===== src/rtl/audio_sched_pkg.sv =====
// Shared definitions for the stereo channel scheduler.
//   - sched_state_e : scheduler FSM states
//   - AUDIO_WIDTH_DEFAULT / TIMEOUT_DEFAULT : default parameter values
package audio_sched_pkg;

    localparam int AUDIO_WIDTH_DEFAULT = 32'sd32;
    localparam int TIMEOUT_DEFAULT     = 32'sd1024;

    typedef enum logic [2:0] {
        IDLE    = 3'd0,
        ISSUE_L = 3'd1,
        ISSUE_R = 3'd2,
        WAIT    = 3'd3,
        OUTPUT  = 3'd4
    } sched_state_e;

endpackage


===== src/rtl/sched_timeout_counter.sv =====
// Cycle counter used to bound the wait for processor results.
// Ports:
//   clk, reset : clock, synchronous active-high reset
//   en         : count this cycle
//   clr        : force count to zero (wins over en)
//   terminal   : count has reached limit-1; never asserted when limit == 0
module sched_timeout_counter #(
    parameter int limit = 32'sd1024
) (
    input  logic clk,
    input  logic reset,
    input  logic en,
    input  logic clr,
    output logic terminal
);

    localparam int cnt_w = (limit > 32'sd1) ? $clog2(limit) : 32'sd1;
    localparam logic [cnt_w-1:0] cnt_one  = cnt_w'(32'd1);
    localparam logic [cnt_w-1:0] cnt_last = (limit > 32'sd0) ? cnt_w'(limit - 32'sd1) : {cnt_w{1'b0}};
    localparam logic             enabled  = (limit != 32'sd0) ? 1'b1 : 1'b0;

    logic [cnt_w-1:0] cnt_q;
    logic [cnt_w-1:0] cnt_d;

    // Next count: clear has priority, otherwise advance when enabled.
    always_comb begin
        cnt_d = cnt_q;
        if (clr) begin
            cnt_d = {cnt_w{1'b0}};
        end else if (en) begin
            cnt_d = cnt_q + cnt_one;
        end else begin
            cnt_d = cnt_q;
        end
    end

    // Count register.
    always_ff @(posedge clk) begin
        if (reset) begin
            cnt_q <= {cnt_w{1'b0}};
        end else begin
            cnt_q <= cnt_d;
        end
    end

    assign terminal = enabled & (cnt_q == cnt_last);

endmodule


===== src/rtl/stereo_channel_scheduler.sv =====
// Time-shares one mono processor between the left and right channels.
// A stereo pair is accepted, left then right are issued over a tagged
// valid/ready channel, the two results are collected into o_left/o_right,
// and the processed pair is presented on a valid/ready output.
// Ports:
//   clk, reset                          : clock, synchronous active-high reset
//   i_valid/i_ready/i_left/i_right      : input stereo pair
//   p_valid/p_ready/p_is_left/p_audio   : issue channel to the processor
//   r_valid/r_ready/r_is_left/r_audio   : result channel (r_ready always 1)
//   o_valid/o_ready/o_left/o_right      : processed stereo pair
//   err_order                           : sticky, mis-tagged or unexpected result
//   err_timeout                         : sticky, a missing result was zero-filled
module stereo_channel_scheduler
    import audio_sched_pkg::*;
#(
    parameter int audio_width    = AUDIO_WIDTH_DEFAULT,
    parameter int timeout_cycles = TIMEOUT_DEFAULT
) (
    input  logic                   clk,
    input  logic                   reset,
    input  logic                   i_valid,
    output logic                   i_ready,
    input  logic [audio_width-1:0] i_left,
    input  logic [audio_width-1:0] i_right,
    output logic                   p_valid,
    input  logic                   p_ready,
    output logic                   p_is_left,
    output logic [audio_width-1:0] p_audio,
    input  logic                   r_valid,
    output logic                   r_ready,
    input  logic                   r_is_left,
    input  logic [audio_width-1:0] r_audio,
    output logic                   o_valid,
    input  logic                   o_ready,
    output logic [audio_width-1:0] o_left,
    output logic [audio_width-1:0] o_right,
    output logic                   err_order,
    output logic                   err_timeout
);

    sched_state_e           state_q, state_d;
    logic [1:0]             outstanding_q, outstanding_d;
    logic                   got_l_q, got_l_d;
    logic                   got_r_q, got_r_d;
    logic [audio_width-1:0] left_in_q, left_in_d;
    logic [audio_width-1:0] right_in_q, right_in_d;
    logic [audio_width-1:0] o_left_q, o_left_d;
    logic [audio_width-1:0] o_right_q, o_right_d;
    logic                   err_order_q, err_order_d;
    logic                   err_timeout_q, err_timeout_d;

    logic issue_hs_s;
    logic result_exp_s;
    logic timeout_hit_s;

    // The timer runs only in WAIT and is held at zero elsewhere, so it
    // always starts from zero on WAIT entry.
    sched_timeout_counter #(
        .limit (timeout_cycles)
    ) u_timeout (
        .clk      (clk),
        .reset    (reset),
        .en       (state_q == WAIT),
        .clr      (state_q != WAIT),
        .terminal (timeout_hit_s)
    );

    assign i_ready     = (state_q == IDLE);
    assign p_valid     = (state_q == ISSUE_L) | (state_q == ISSUE_R);
    assign p_is_left   = (state_q == ISSUE_L);
    assign p_audio     = (state_q == ISSUE_R) ? right_in_q : left_in_q;
    assign o_valid     = (state_q == OUTPUT);
    assign r_ready     = 1'b1;
    assign o_left      = o_left_q;
    assign o_right     = o_right_q;
    assign err_order   = err_order_q;
    assign err_timeout = err_timeout_q;

    assign issue_hs_s   = p_valid & p_ready;
    // Registered count: a result in the same cycle as its own issue
    // handshake is deliberately treated as unexpected.
    assign result_exp_s = r_valid & (outstanding_q != 2'd0);

    // Next-state, result collection and timeout substitution.
    always_comb begin
        state_d       = state_q;
        got_l_d       = got_l_q;
        got_r_d       = got_r_q;
        left_in_d     = left_in_q;
        right_in_d    = right_in_q;
        o_left_d      = o_left_q;
        o_right_d     = o_right_q;
        err_order_d   = err_order_q;
        err_timeout_d = err_timeout_q;

        // Results fill slots in arrival order; the tag is only checked.
        if (result_exp_s) begin
            if (!got_l_q) begin
                o_left_d = r_audio;
                got_l_d  = 1'b1;
                if (!r_is_left) begin
                    err_order_d = 1'b1;
                end else begin
                    err_order_d = err_order_q;
                end
            end else begin
                o_right_d = r_audio;
                got_r_d   = 1'b1;
                if (r_is_left) begin
                    err_order_d = 1'b1;
                end else begin
                    err_order_d = err_order_q;
                end
            end
        end else if (r_valid) begin
            err_order_d = 1'b1;
        end else begin
            err_order_d = err_order_q;
        end

        outstanding_d = outstanding_q + (issue_hs_s ? 2'd1 : 2'd0) - (result_exp_s ? 2'd1 : 2'd0);

        case (state_q)
            IDLE: begin
                if (i_valid) begin
                    left_in_d  = i_left;
                    right_in_d = i_right;
                    got_l_d    = 1'b0;
                    got_r_d    = 1'b0;
                    state_d    = ISSUE_L;
                end else begin
                    state_d = IDLE;
                end
            end
            ISSUE_L: begin
                if (p_ready) begin
                    state_d = ISSUE_R;
                end else begin
                    state_d = ISSUE_L;
                end
            end
            ISSUE_R: begin
                if (p_ready) begin
                    state_d = WAIT;
                end else begin
                    state_d = ISSUE_R;
                end
            end
            WAIT: begin
                if (got_l_d && got_r_d) begin
                    state_d = OUTPUT;
                end else if (timeout_hit_s) begin
                    // Zero-fill whatever is still missing; anything arriving
                    // later is counted as unexpected.
                    if (!got_l_d) begin
                        o_left_d = {audio_width{1'b0}};
                    end else begin
                        o_left_d = o_left_d;
                    end
                    if (!got_r_d) begin
                        o_right_d = {audio_width{1'b0}};
                    end else begin
                        o_right_d = o_right_d;
                    end
                    err_timeout_d = 1'b1;
                    outstanding_d = 2'd0;
                    state_d       = OUTPUT;
                end else begin
                    state_d = WAIT;
                end
            end
            OUTPUT: begin
                if (o_ready) begin
                    state_d = IDLE;
                end else begin
                    state_d = OUTPUT;
                end
            end
            default: begin
                state_d = IDLE;
            end
        endcase
    end

    // State and datapath registers.
    always_ff @(posedge clk) begin
        if (reset) begin
            state_q       <= IDLE;
            outstanding_q <= 2'd0;
            got_l_q       <= 1'b0;
            got_r_q       <= 1'b0;
            left_in_q     <= {audio_width{1'b0}};
            right_in_q    <= {audio_width{1'b0}};
            o_left_q      <= {audio_width{1'b0}};
            o_right_q     <= {audio_width{1'b0}};
            err_order_q   <= 1'b0;
            err_timeout_q <= 1'b0;
        end else begin
            state_q       <= state_d;
            outstanding_q <= outstanding_d;
            got_l_q       <= got_l_d;
            got_r_q       <= got_r_d;
            left_in_q     <= left_in_d;
            right_in_q    <= right_in_d;
            o_left_q      <= o_left_d;
            o_right_q     <= o_right_d;
            err_order_q   <= err_order_d;
            err_timeout_q <= err_timeout_d;
        end
    end

endmodule


===== config.mk =====
export PLATFORM = sky130hd
export DESIGN_NAME = stereo_channel_scheduler
export DESIGN_NICKNAME = d
export VERILOG_FILES = /design/src/rtl/audio_sched_pkg.sv /design/src/rtl/sched_timeout_counter.sv /design/src/rtl/stereo_channel_scheduler.sv
export SDC_FILE = /design/constraint.sdc
export NUM_CORES = 1
export LEC_CHECK = 0
export CAP_MARGIN = 20
export CORE_UTILIZATION = 45
export DETAILED_ROUTE_END_ITERATION = 8
export HOLD_SLACK_MARGIN = 0.08
export PLACE_DENSITY = 0.8
export SLEW_MARGIN = 5
export SYNTH_ARGS = -nofsm -noshare
export SYNTH_HDL_FRONTEND = slang
export SYNTH_SLANG_ARGS = --single-unit

===== constraint.sdc =====
create_clock -name clk -period 2.8 [get_ports clk]
set_input_delay 0.56 -clock clk [delete_from_list [all_inputs] [get_ports clk]]
set_output_delay 0.56 -clock clk [all_outputs]
set_load 0.1 [all_outputs]

# After elaboration in Yosys (flattened, before gate mapping)
# Index checks and enable logic that the tools add are counted.
[totals] ff_bits=147 inputBits=103 out_inout_bits=103 word_cells=71
[op_classes] n_addsub=3 eq_ne=8 mux=37 bitwise=4 n_reduce_logical=8
[op_table] operator="$mux W32" count=13
[op_table] operator="$mux W1" count=16
[op_table] operator="$pmux W3 S5" count=1
[op_table] operator="$add A10 B1 Y10 const B" count=1
[op_table] operator="$eq A10 B10 Y1 const B" count=1
[op_table] operator="$mux W3" count=3
[op_table] operator="$mux W2" count=4
[op_table] operator="$eq A3 B2 Y1 const B" count=2
[op_table] operator="$ne A3 B3 Y1 const B" count=2
[op_table] operator="$reduce_and A3 Y1" count=2
[op_table] operator="$reduce_bool A2 Y1" count=2
[op_table] operator="$eq A3 B1 Y1 const B" count=1
[op_table] operator="$eq A3 B3 Y1 const B" count=1
[op_table] operator="$logic_not A3 Y1" count=1
[op_table] operator="$ne A3 B2 Y1 const B" count=1
[op_table] operator="$add A2 B1 Y2" count=1
[op_table] operator="$and A1 B1 Y1" count=2
[op_table] operator="$reduce_and A2 Y1" count=1
[op_table] operator="$reduce_or A2 Y1" count=1
[op_table] operator="$sub A2 B1 Y2" count=1
[op_table] operator="$logic_and A1 B1 Y1" count=1
[op_table] operator="$not A1 Y1" count=1
[op_table] operator="$or A1 B1 Y1" count=1

# Depth between registers and ports, before layout
# Gate-level depths: netlist of run 1.
[depth] depth_word=9 mapped_depth=11 ltp_nobuf=9

# Hierarchy
# From an unflattened synthesis of run 1, not the netlist that was laid out.
[hier_totals] cells_unflattened=710 area_unflattened_um2=6035.8
[by_module_without_submodules] mod="stereo_channel_scheduler" n_inst=1 cells_per_inst=660 area_per_inst_um2=5576.6 seq_area_each_um2=2742.6
[by_module_without_submodules] mod="sched_timeout_counter" n_inst=1 cells_per_inst=50 area_per_inst_um2=459.2 seq_area_each_um2=200.2

# Worst setup path after synthesis of run 1
# Ideal clock, no wire load.
[synth_path] path_kind="flip-flop to flip-flop" from="reg state_q[0]" to="reg outstanding_q[1]" setup_ps=115 arrival_ps=4467 required_time_ps=2685 path_slack_ps=-1782 stages_incl_launch_ff=11 path_buffers=1 period_less_slack_ps=4582 cell_sequence="dfxtp_1 -> buf_2 -> nor3b_1 -> or2_2 -> nand2_1 -> ha_1 -> inv_1 -> ha_1 -> xnor2_1 -> xnor2_1 -> and2_1"
[synth_between] elab_chain_cells=9 elab_cells_between_ends=11 cone_classes="add/sub: 2; eq/ne: 3; mux: 4; bitwise: 2"
[synth_lines] element="from (decl)" line_no="stereo_channel_scheduler.sv:41" text="sched_state_e state_q, state_d;"
[synth_lines] element="from (signal assigned)" line_no="stereo_channel_scheduler.sv:199" text="state_q <= state_d;"
[synth_lines] element="$eq A3 B1 Y1 (*)"
[synth_lines] element="net p_is_left" line_no="stereo_channel_scheduler.sv:27" text="output logic p_is_left,"
[synth_lines] element="$or A1 B1 Y1 (*)" line_no="stereo_channel_scheduler.sv:69" text="assign p_valid = (state_q == ISSUE_L) | (state_q == ISSUE_R);"
[synth_lines] element="net p_valid" line_no="stereo_channel_scheduler.sv:25" text="output logic p_valid,"
[synth_lines] element="$and A1 B1 Y1 (*)" line_no="stereo_channel_scheduler.sv:79" text="assign issue_hs_s = p_valid & p_ready;"
[synth_lines] element="$mux W1 (*)" line_no="stereo_channel_scheduler.sv:121" text="outstanding_d = outstanding_q + (issue_hs_s ? 2'd1 : 2'd0) - (result_exp_s ? 2'd1 : 2'd0);"
[synth_lines] element="$add A2 B1 Y2 (*)" line_no="stereo_channel_scheduler.sv:121"
[synth_lines] element="$sub A2 B1 Y2 (*)" line_no="stereo_channel_scheduler.sv:121"
[synth_lines] element="$mux W2" line_no="stereo_channel_scheduler.sv:152" text="end else if (timeout_hit_s) begin"
[synth_lines] element="$mux W2" line_no="stereo_channel_scheduler.sv:150" text="if (got_l_d && got_r_d) begin"
[synth_lines] element="$mux W2 (*)" line_no="stereo_channel_scheduler.sv:123" text="case (state_q)"
[synth_lines] element="to (signal assigned)" line_no="stereo_channel_scheduler.sv:200" text="outstanding_q <= outstanding_d;"
[synth_lines] element="to (decl)" line_no="stereo_channel_scheduler.sv:42" text="logic [1:0] outstanding_q, outstanding_d;"
# Mark *: on every way through the listed nets, which the timed path passes. The rest lies on a longest branch.
# A chain may end at the register's enable or synchronous reset.

# Worst setup path in the final report of run 1
[layout_path] from="reg state_q[0]" to="out p_audio[6]"
[layout_between] elab_chain_cells=2
[layout_lines] element="$eq A3 B2 Y1" line_no="stereo_channel_scheduler.sv:71" text="assign p_audio = (state_q == ISSUE_R) ? right_in_q : left_in_q;"
[layout_lines] element="$mux W32" line_no="stereo_channel_scheduler.sv:71"
[layout_lines] element="to (decl)" line_no="stereo_channel_scheduler.sv:28" text="output logic [audio_width-1:0] p_audio,"
# No other way between the ends.

==> results of run 1 <==
==> area by class of cell <==
type,count,area [um^2]
flip-flops and latches,147,2940
well taps,172,215
fillers,1025,3870
clock inverters,9,173
inverters,3,11.3
repair buffers,213,2300
multi-input cells,503,2610
clock buffers,23,498
==> where the power goes <==
part | leakage [nW] | total [mW] | switching [mW] | internal [mW]
combinational | 1.89 | 2.17 | 1.53 | 0.641
sequential | 1.20 | 2.38 | 0.106 | 2.27
clock | 0.329 | 2.54 | 0.839 | 1.70
==> sequential cells by signal, indices dropped and copies added (netlist names) <==
register	count
err_order	1
err_timeout	1
got_l_q	1
got_r_q	1
left_in_q	32
o_left	32
o_right	32
outstanding_q	2
right_in_q	32
state_q	3
u_timeout.cnt_q	10
==> stage by stage <==
stage / hold slack [ns] / utilization, % / power (mW) / TNS, ns / setup WS, ns
2_1_floorplan: 0.418 / - / 3.96 / -0.124 / -0.124
3_3_place_gp: 0.429 / 64.0 / 4.56 / 0 / 0.588
3_5_place_dp: 0.437 / 64.0 / 4.59 / 0 / 0.531
4_1_cts: 0.450 / 69.3 / 7.13 / 0 / 0.259
5_1_grt: 0.465 / 69.3 / 7.36 / 0 / 0.223
6_report: 0.446 / 69.3 / 7.08 / 0 / 0.293
==> synthesized netlist by cell type, types with 4 or more instances <==
library cell    n  area, um^2
clkbuf_1       14        52.6
buf_6           9         101
and2_1          5        31.3
buf_2          13        65.1
buf_4           6        45.0
a21oi_1       125         626
buf_1           6        22.5
mux2_2         32         360
nor2_1         15        56.3
a21oi_2        10        87.6
nor3_1          5        25.0
dfxtp_1       147        2940
nand2_1       266         998
xnor2_1         4        35.0
xor2_1          5        43.8
==> logic make-up (layout without fill, tap and decap cells) <==
kind of cell,count (synthesis),after routing,share of synthesized area (%)
flops,147,147,50.4
buf+inv,52,248,5.44
xor+xnor,9,9,1.35
other cells,1,1,0.0642
simple gates,312,312,22.0
compound gates,146,146,13.9
mux,32,32,6.17
fa+ha+maj,3,3,0.643
==> layout by cell type (no fill, tap or decap), types with 4 or more instances in the layout <==
cell type,count
nand2_1,265
dfxtp_1,147
a21oi_1,125
clkdlybuf4s50_1,101
buf_4,75
buf_12,36
mux2_2,32
clkbuf_16,17
nor2_1,15
a21oi_2,10
xor2_1,5
nor3_1,5
clkbuf_8,5
bufinv_16,5
and2_1,4
xnor2_1,4
==> per-layer routing <==
| metal | GRT usage, % | routed length [um] | vias up | part of all wire (%) |
|---|---|---|---|---|
| li1 | - | - | 2666 | - |
| met2 | 38.5 | 7800 | 122 | 51 |
| met4 | 9.83 | 372 | 0 | 2.4 |
| met5 | 0 | 0 | - | 0 |
| met1 | 28.0 | 6500 | 2521 | 42 |
| met3 | 6.01 | 727 | 26 | 4.7 |
==> path summary, 6_finish.rpt <==
path	startpoint	end	slack, ns	depth (start not counted)
max	state_q[0]$_SDFF_PP0_	p_audio[6]	0.29	4
min	u_timeout.cnt_q[0]$_SDFFE_PP0P_	u_timeout.cnt_q[0]$_SDFFE_PP0P_	0.45	1
max reg2reg	state_q[0]$_SDFF_PP0_	outstanding_q[1]$_SDFF_PP0_	0.60	10
min reg2reg	u_timeout.cnt_q[0]$_SDFFE_PP0P_	u_timeout.cnt_q[0]$_SDFFE_PP0P_	0.45	1
==> implementation parameters, run 1 <==
Parameter                              Value

Synth
  Post-synthesis cell count    702
  Number of flops mapped to enable cells by yosys    0
  Net count after synthesis    808
  Most used flip-flop cell after synthesis    dfxtp_1
  Share of synthesized area occupied by flip-flops and latches    50.4%
  Area of the mapped netlist    0.00584 mm^2
  Ys Warns    0
  Syn_area_per_cell    8.32 um^2
  Async set-or-reset flop fraction in the synthesized netlist    0%
  Count of different cell masters after synthesis    42
  FF+latch count, synth    147

Die
  Num rows    41
  Full die area    0.0134 mm^2
  Overall die height    116 um
  Core footprint    0.0126 mm^2
  Number of top-level pins    206
  Die X-Extent    116 um
  Effective utilization at floorplan    46.3%

Power and ir drop
  Cell area power density    810 mW/mm^2
  Max IR drop VDD    0.558 mV
  Leakage dissipation    3.42 nW

Critical path
  Top Family by Delay on Critical Path    flip-flops
  Buffers & Inverters on Critical Path    2
  Critical setup path kind    flop to output pin
  Largest fanout on the critical path    33
  CP most frequent cell    buf_12
  Critical path capture point type    output pin
  Critical path, cell by cell    nor3b_4, buf_12, mux2_2, buf_12
  Crit path required time    2.24 ns
  Startpoint kind of the worst setup timing path    flop
  Signal arrival time at the worst endpoint    1.95 ns
  Worst stage delay on the critical path    0.44 ns
  Slowest cell on the critical path    dfxtp_1

Finish
  Fraction of layout cells with a size suffix above 1    22.4%
  Post-route non-filler standard cell count    1070
  Area overhead of the layout relative to synthesis    49.8%
  Final cell area excluding filler cells    0.00875 mm^2
  Antenna fix cells    0
  Number of nets in the layout    991

Placement
  Placed cell count    1038
  Area of placed instances    0.00808 mm^2
  Total of buffers placed on input and output ports    204
  Post-DP HPWL    10200 um
  RePlAce Congestion    0.782

Global route
  Largest net degree at the start of global routing    65
  Antenna violations before repair    0
  Total track usage    23.0%
  First-pass GRT wire length    23800 um
  Remaining Overflow, GRT    0
  Via count of the first global-routing pass    4860

Timing
  Fraction of the cycle the final worst path needs    89.5%
  Min cycle time layout    2.51 ns
  Worst slew margin relative to its limit    59.4%
  RSZ-0062 raised after global routing    false
  Number of hold-slack violations in the final timing report    0
  Maximum achievable frequency    399 MHz
  Post-route clock skew    0.00497 ns
  Slew Viols, Final    0
  Final number of setup-violating endpoints    0
  Worst-margin pin slew    0.606 ns

Hold path
  Path type of the worst min-delay path    flop to flop

Routing
  DR vias/cell    4.99
  First-pass DRT Iterations    4
  Final routed DRC violation total    0
  Final routed wire length divided by cell count    14.4 um
  Via total after detailed routing    5335
  Drt initial violations    320
  Number of routed nets with antenna violations    0
  Post-Route WL    15400 um

Clocking
  Num CTS Buffers    17
  Root buf cell    clkbuf_16
  Clock tree buffer depth    2
  Clk Latency, worst-skew pair    0.42 ns
  Cts-stage hold buffer count    0
  Setup bufs post-CTS    0
  CTS tree    done
  Clock slew at the register clock pins of the worst setup and hold paths    0.05 ns
  CTS resizes    0
  CTS sink cnt    147
  Clock H-tree levels    4

Run
  MaxCap Viol Count    0

Status
  Status    completed
Note: power is estimated with default switching activity, not from simulation.
==> inputs of run 2 (changes only) <==
--- a/config.mk
+++ b/config.mk
@@ -6,10 +6,13 @@
 export NUM_CORES = 1
 export LEC_CHECK = 0
 export CAP_MARGIN = 20
-export CORE_UTILIZATION = 45
+export CELL_PAD_IN_SITES_DETAIL_PLACEMENT = 1
+export CELL_PAD_IN_SITES_GLOBAL_PLACEMENT = 2
+export CORE_UTILIZATION = 25
+export CTS_BUF_LIST = sky130_fd_sc_hd__clkbuf_16
 export DETAILED_ROUTE_END_ITERATION = 8
 export HOLD_SLACK_MARGIN = 0.08
-export PLACE_DENSITY = 0.8
+export PLACE_DENSITY_LB_ADDON = 0.1
 export SLEW_MARGIN = 5
 export SYNTH_ARGS = -nofsm -noshare
 export SYNTH_HDL_FRONTEND = slang
==> implementation parameters, run 2 (synthesis results as in run 1) <==
Parameter                              Value

Status
  Status    completed

Timing
  Setup TNS Final    0 ns (unchanged)
  Final number of setup-violating endpoints    0 (unchanged)
  Fraction of the cycle the final worst path needs    95.4% (+5.9 points)
  Maximum achievable frequency    374 MHz (-6.1%)
  Slew Viols, Final    0 (unchanged)
  Min cycle time layout    2.67 ns (+0.164 ns)
  Worst-margin pin slew    0.534 ns (-0.0718 ns)
  Worst slew margin relative to its limit    64.2% (+4.8 points)
  Post-route clock skew    0.00779 ns (+0.00282 ns)
  Number of hold-slack violations in the final timing report    0 (unchanged)
  RSZ-0062 raised after global routing    false

Clocking
  Root buf cell    clkbuf_16
  Clock slew at the register clock pins of the worst setup and hold paths    0.06 ns (about the same)
  CTS tree    done
  CTS sink cnt    147 (unchanged)
  Setup bufs post-CTS    0 (unchanged)
  Num CTS Buffers    17 (unchanged)
  Clk Latency, worst-skew pair    0.42 ns (about the same)
  Clock tree buffer depth    2 (unchanged)
  Clock H-tree levels    4 (unchanged)

Finish
  Number of filler cells placed in the layout    2655 (+160%)
  Area overhead of the layout relative to synthesis    51.2%
  Final cell area excluding filler cells    0.00883 mm^2 (+0.93%)
  Antenna fix cells    0 (unchanged)
  Commonest non-fill, non-tap cell in the layout    nand2_1
  Area used by sequential logic in the layout    0.00294 mm^2 (about the same)
  Post-route non-filler standard cell count    1212 (+13%)
  Fraction of layout cells with a size suffix above 1    22.5% (+0.086 points)
  Area occupied by multi-input gates    0.00261 mm^2 (unchanged)
  Final Util    38.8% (-31 points)
  Number of nets in the layout    992 (+0.10%)
  Commonest cells after routing, fill and taps aside    nand2_1, dfxtp_1, a21oi_1

Placement
  Placed cell count    1180 (+14%)
  Post-DP HPWL    14200 um (+39%)
  Total of buffers placed on input and output ports    204 (unchanged)
  Area of placed instances    0.00825 mm^2 (+2.1%)
  RePlAce Congestion    0.785 (+0.38%)

Power and ir drop
  Sw power    2.61 mW (+5.6%)
  Internal power of the cells    4.23 mW (-8.3%)
  Leakage dissipation    3.36 nW (-1.7%)
  Relative contribution of sequential cells to total power    35.0% (+1.4 points)
  Fraction of power consumed by the clock network    33.1% (-2.7 points)
  Combinational group share of total power    31.9% (+1.3 points)
  Cell area power density    775 mW/mm^2 (-4.3%)
  Power after layout    6.84 mW (-3.4%)
  Max IR drop VDD    0.316 mV (-43%)
  Switching power share of the total    38.2% (+3.3 points)

Routing
  Final routed wire length divided by cell count    16.2 um (+13%)
  Post-Route WL    19700 um (+28%)
  DR vias/cell    4.41 (-11%)
  Final routed DRC violation total    0 (unchanged)
  Drt initial violations    166 (-48%)
  Number of routed nets with antenna violations    0 (unchanged)
  First-pass DRT Iterations    5 (+1)
  Via total after detailed routing    5350 (+0.28%)

Global route
  Total track usage    16.7% (-6.3 points)
  Antenna violations before repair    2 (+2)
  First-pass GRT wire length    30800 um (+29%)
  Remaining Overflow, GRT    0 (unchanged)
  Via count of the first global-routing pass    5656 (+16%)
  Largest net degree at the start of global routing    61 (-6.2%)

Critical path
  Largest fanout on the critical path    23 (-30%)
  Signal arrival time at the worst endpoint    2.11 ns (+0.16 ns)
  Top Family by Delay on Critical Path    buffers and inverters
  Slowest cell on the critical path    dfxtp_2
  Critical setup path kind    flop to output pin
  Worst stage delay on the critical path    0.46 ns (+0.02 ns)
  Buffers & Inverters on Critical Path    2 (unchanged)
  Startpoint kind of the worst setup timing path    flop
  Critical path, cell by cell    nor3b_4, buf_4, mux2_2, buf_12
  Crit path required time    2.24 ns (about the same)
  Critical path capture point type    output pin

Die
  Effective utilization at floorplan    25.6% (-21 points)
  Full die area    0.0240 mm^2 (+78%)
  Core footprint    0.0228 mm^2 (+80%)
  Die X-Extent    155 um (+34%)
  Number of top-level pins    206 (unchanged)
  Overall die height    155 um (+34%)
  Num rows    55 (+34%)

Hold path
  Path type of the worst min-delay path    flop to flop

Run
  MaxCap Viol Count    0 (unchanged)
==> run 2: layout make-up <==
cell class / instances / share of cell area, %
Clock inverter: 15 / 1.74
Tap cell: 313 / 4.44
Sequential cell: 147 / 33.3
Timing Repair Buffer: 214 / 26.0
Multi-Input combinational cell: 503 / 29.5
Inverter: 3 / 0.128
Clock buffer: 17 / 4.82
==> run 2: stage by stage <==
| step | worst slack (ns) | hold WS [ns] |
|---|---|---|
| 3_3_place_gp | 0.499 | 0.427 |
| 6_report | 0.129 | 0.458 |
| 5_1_grt | 0.00886 | 0.474 |
| 3_5_place_dp | 0.398 | 0.449 |
| 2_1_floorplan | -0.124 | 0.418 |
| 4_1_cts | 0.0821 | 0.459 |
==> run 2: worst paths after layout <==
path | from | end | slack, ns | depth (start not counted)
max | state_q[1]$_SDFF_PP0_ | p_audio[3] | 0.13 | 4
min | left_in_q[27]$_SDFFE_PP0P_ | left_in_q[27]$_SDFFE_PP0P_ | 0.46 | 2
min reg2reg | left_in_q[27]$_SDFFE_PP0P_ | left_in_q[27]$_SDFFE_PP0P_ | 0.46 | 2
max reg2reg | state_q[0]$_SDFF_PP0_ | outstanding_q[1]$_SDFF_PP0_ | 0.69 | 9
==> run 2: power by group through the flow <==
stage                     clock network, mW  logic, mW  registers (mW)
after global placement                    0       2.17            2.43
after CTS                              2.35       2.21            2.40
after detailed placement                  0       2.21            2.44
after global routing                   2.45       2.30            2.41
after floorplan                           0      0.921            3.04
final                                  2.26       2.18            2.39
==> run 2: timing repair <==
action | CTS | global route
hold buffers | 0 | 0
gates resized for setup | 1 | 0
endpoints found under the setup margin | 23 | 0
==> run 2: routing by layer <==
| metal | global-route usage [%] | vias up | share of wire [%] | routed length [um] |
|---|---|---|---|---|
| met5 | 0 | - | 0.061 | 12 |
| met4 | 3.68 | 2 | 0.73 | 143 |
| met3 | 4.88 | 15 | 4.4 | 865 |
| met2 | 29.3 | 105 | 51 | 10000 |
| met1 | 20.2 | 2569 | 44 | 8600 |
| li1 | - | 2659 | - | - |
==> run 2: tightest hold or removal path, delay by kind of cell (launching register included) <==
| family | cells | cell delay, ns |
|---|---|---|
| compound gates | 1 | 0.05 |
| flops | 1 | 0.31 |
| simple gates | 1 | 0.05 |
==> inputs of run 3 (changes only) <==
--- a/config.mk
+++ b/config.mk
@@ -8,9 +8,10 @@
 export CAP_MARGIN = 20
 export CELL_PAD_IN_SITES_DETAIL_PLACEMENT = 1
 export CELL_PAD_IN_SITES_GLOBAL_PLACEMENT = 2
-export CORE_UTILIZATION = 25
+export CORE_UTILIZATION = 35
 export CTS_BUF_LIST = sky130_fd_sc_hd__clkbuf_16
 export DETAILED_ROUTE_END_ITERATION = 8
+export DONT_BUFFER_PORTS = 1
 export HOLD_SLACK_MARGIN = 0.08
 export PLACE_DENSITY_LB_ADDON = 0.1
 export SLEW_MARGIN = 5
==> implementation parameters, run 3 (synthesis results as in run 1) <==
Parameter                              Value

Run
  MaxCap Viol Count    0 (unchanged)

Clocking
  CTS sink cnt    147 (unchanged)
  Clk Latency, worst-skew pair    0.41 ns (about the same)
  Num CTS Buffers    17 (unchanged)
  Clock slew at the register clock pins of the worst setup and hold paths    0.06 ns (about the same)
  CTS tree    done
  Cts-stage hold buffer count    0 (unchanged)
  Root buf cell    clkbuf_16
  Setup bufs post-CTS    0 (unchanged)
  Clock H-tree levels    4 (unchanged)
  Clock tree buffer depth    2 (unchanged)

Routing
  Number of routed nets with antenna violations    0 (unchanged)
  Drt initial violations    164 (-1.2%)
  First-pass DRT Iterations    4 (-1)
  Via total after detailed routing    4598 (-14%)
  Post-Route WL    16200 um (-17%)
  Final routed wire length divided by cell count    17.6 um (+8.2%)
  DR vias/cell    4.97 (+13%)
  Final routed DRC violation total    0 (unchanged)

Finish
  Final Util    41.4% (+2.6 points)
  Area used by sequential logic in the layout    0.00294 mm^2 (unchanged)
  Area occupied by multi-input gates    0.00262 mm^2 (+0.24%)
  Post-route non-filler standard cell count    925 (-24%)
  Number of filler cells placed in the layout    1904 (-28%)
  Commonest cells after routing, fill and taps aside    nand2_1, dfxtp_1, a21oi_1
  Area overhead of the layout relative to synthesis    13.7%
  Commonest non-fill, non-tap cell in the layout    nand2_1
  Fraction of layout cells with a size suffix above 1    15.9% (-6.5 points)
  Final cell area excluding filler cells    0.00664 mm^2 (-25%)
  Number of nets in the layout    802 (-19%)
  Antenna fix cells    0 (unchanged)

Hold path
  Path type of the worst min-delay path    input pin to flop

Placement
  RePlAce Congestion    0.804 (+2.4%)
  Area of placed instances    0.00604 mm^2 (-27%)
  Setup slack after placement    0.380 ns (-0.0179 ns)
  Total of buffers placed on input and output ports    0 (-100%)
  Post-DP HPWL    11300 um (-20%)
  Placed cell count    893 (-24%)

Timing
  Fin worst setup slack    0.210 ns (+0.0811 ns)
  Fraction of the cycle the final worst path needs    92.5% (-2.9 points)
  RSZ-0062 raised after global routing    false
  Final number of setup-violating endpoints    0 (unchanged)
  Worst Hold Margin    0.227 ns (-0.231 ns)
  Worst-margin pin slew    1.02 ns (+0.484 ns)
  Maximum achievable frequency    386 MHz (+3.1%)
  Number of hold-slack violations in the final timing report    0 (unchanged)
  Post-route clock skew    0.00599 ns (-0.00179 ns)
  Min cycle time layout    2.59 ns (-0.0811 ns)
  Worst slew margin relative to its limit    32.1% (-32 points)
  Slew Viols, Final    0 (unchanged)

Critical path
  Worst stage delay on the critical path    0.59 ns (+0.13 ns)
  Signal arrival time at the worst endpoint    2.03 ns (-0.08 ns)
  Largest fanout on the critical path    33 (+43%)
  Top Family by Delay on Critical Path    multiplexers
  Crit path required time    2.24 ns (about the same)
  Startpoint kind of the worst setup timing path    flop
  Critical path capture point type    output pin
  Buffers & Inverters on Critical Path    1 (-1)
  Critical path, cell by cell    nor3b_4, buf_12, mux2_2
  Slowest cell on the critical path    mux2_2
  Critical setup path kind    flop to output pin

Global route
  Remaining Overflow, GRT    0 (unchanged)
  Via count of the first global-routing pass    4845 (-14%)
  First-pass GRT wire length    25900 um (-16%)
  Antenna violations before repair    0 (-2)
  Total track usage    19.2% (+2.4 points)
  Largest net degree at the start of global routing    76 (+25%)

Die
  Full die area    0.0172 mm^2 (-28%)
  Effective utilization at floorplan    36.4% (+11 points)
  Core footprint    0.0161 mm^2 (-30%)
  Die X-Extent    131 um (-15%)
  Num rows    46 (-16%)
  Overall die height    131 um (-15%)
  Number of top-level pins    206 (unchanged)

Status
  Status    completed

Power and ir drop
  Max IR drop VDD    0.404 mV (+28%)
  Cell area power density    961 mW/mm^2 (+24%)
  Leakage dissipation    2.40 nW (-29%)
## run 3: cell types whose count changed in the layout (fill, tap and decap cells not counted), sizes merged
cell           previous run  this run
buf                     113        24
bufinv                    2         3
clkdlybuf4s50           101         0
clkinv                    4         6
clkinvlp                  5         4
inv                       7         5
## run 3: final cells by class
| cell class | count | share of cell area (%) |
|---|---|---|
| clock buffers | 17 | 6.41 |
| repair buffers | 24 | 3.09 |
| flip-flops and latches | 147 | 44.3 |
| inverters | 3 | 0.170 |
| clock inverters | 15 | 2.54 |
| multi-input cells | 503 | 39.4 |
| well taps | 216 | 4.07 |
## run 3: what timing repair did
item | CTS | global route
endpoints found under the setup margin | 0 | 32
hold endpoints to repair | 0 | 0
resized for setup | 0 | 1
## run 3: stage by stage
step                setup TNS, ns  total power, mW
CTS                             0             6.46
detailed placement              0             4.17
global placement                0             4.14
finish                          0             6.38
global route                    0             6.65
floorplan                  -0.124             3.96
## run 3: layer usage
metal  part of all wire [%]  vias to the layer above  routed length [um]  track usage [%]
met3                    8.4                       10                1360             8.14
met1                     41                     2187                6670             21.5
met5                      0                        -                   0                0
met4                   0.94                        0                 152             5.16
met2                     50                      124                8050             33.1
li1                       -                     2277                   -                -
## run 3: power by group
| group | switching [mW] | internal [mW] |
|---|---|---|
| combinational | 0.879 | 0.287 |
| clock | 0.880 | 1.39 |
| sequential | 0.675 | 2.27 |
| total | 2.43 | 3.95 |
## run 3: worst paths after layout
kind,slack [ns],cells after the start,startpoint,endpoint
worst min register to register,0.45,2,right_in_q[29]$_SDFFE_PP0P_,right_in_q[29]$_SDFFE_PP0P_
worst max-delay path,0.21,3,state_q[1]$_SDFF_PP0_,p_audio[16]
worst min-delay path,0.23,1,reset,right_in_q[1]$_SDFFE_PP0P_
worst max register to register,0.60,10,state_q[1]$_SDFF_PP0_,outstanding_q[1]$_SDFF_PP0_
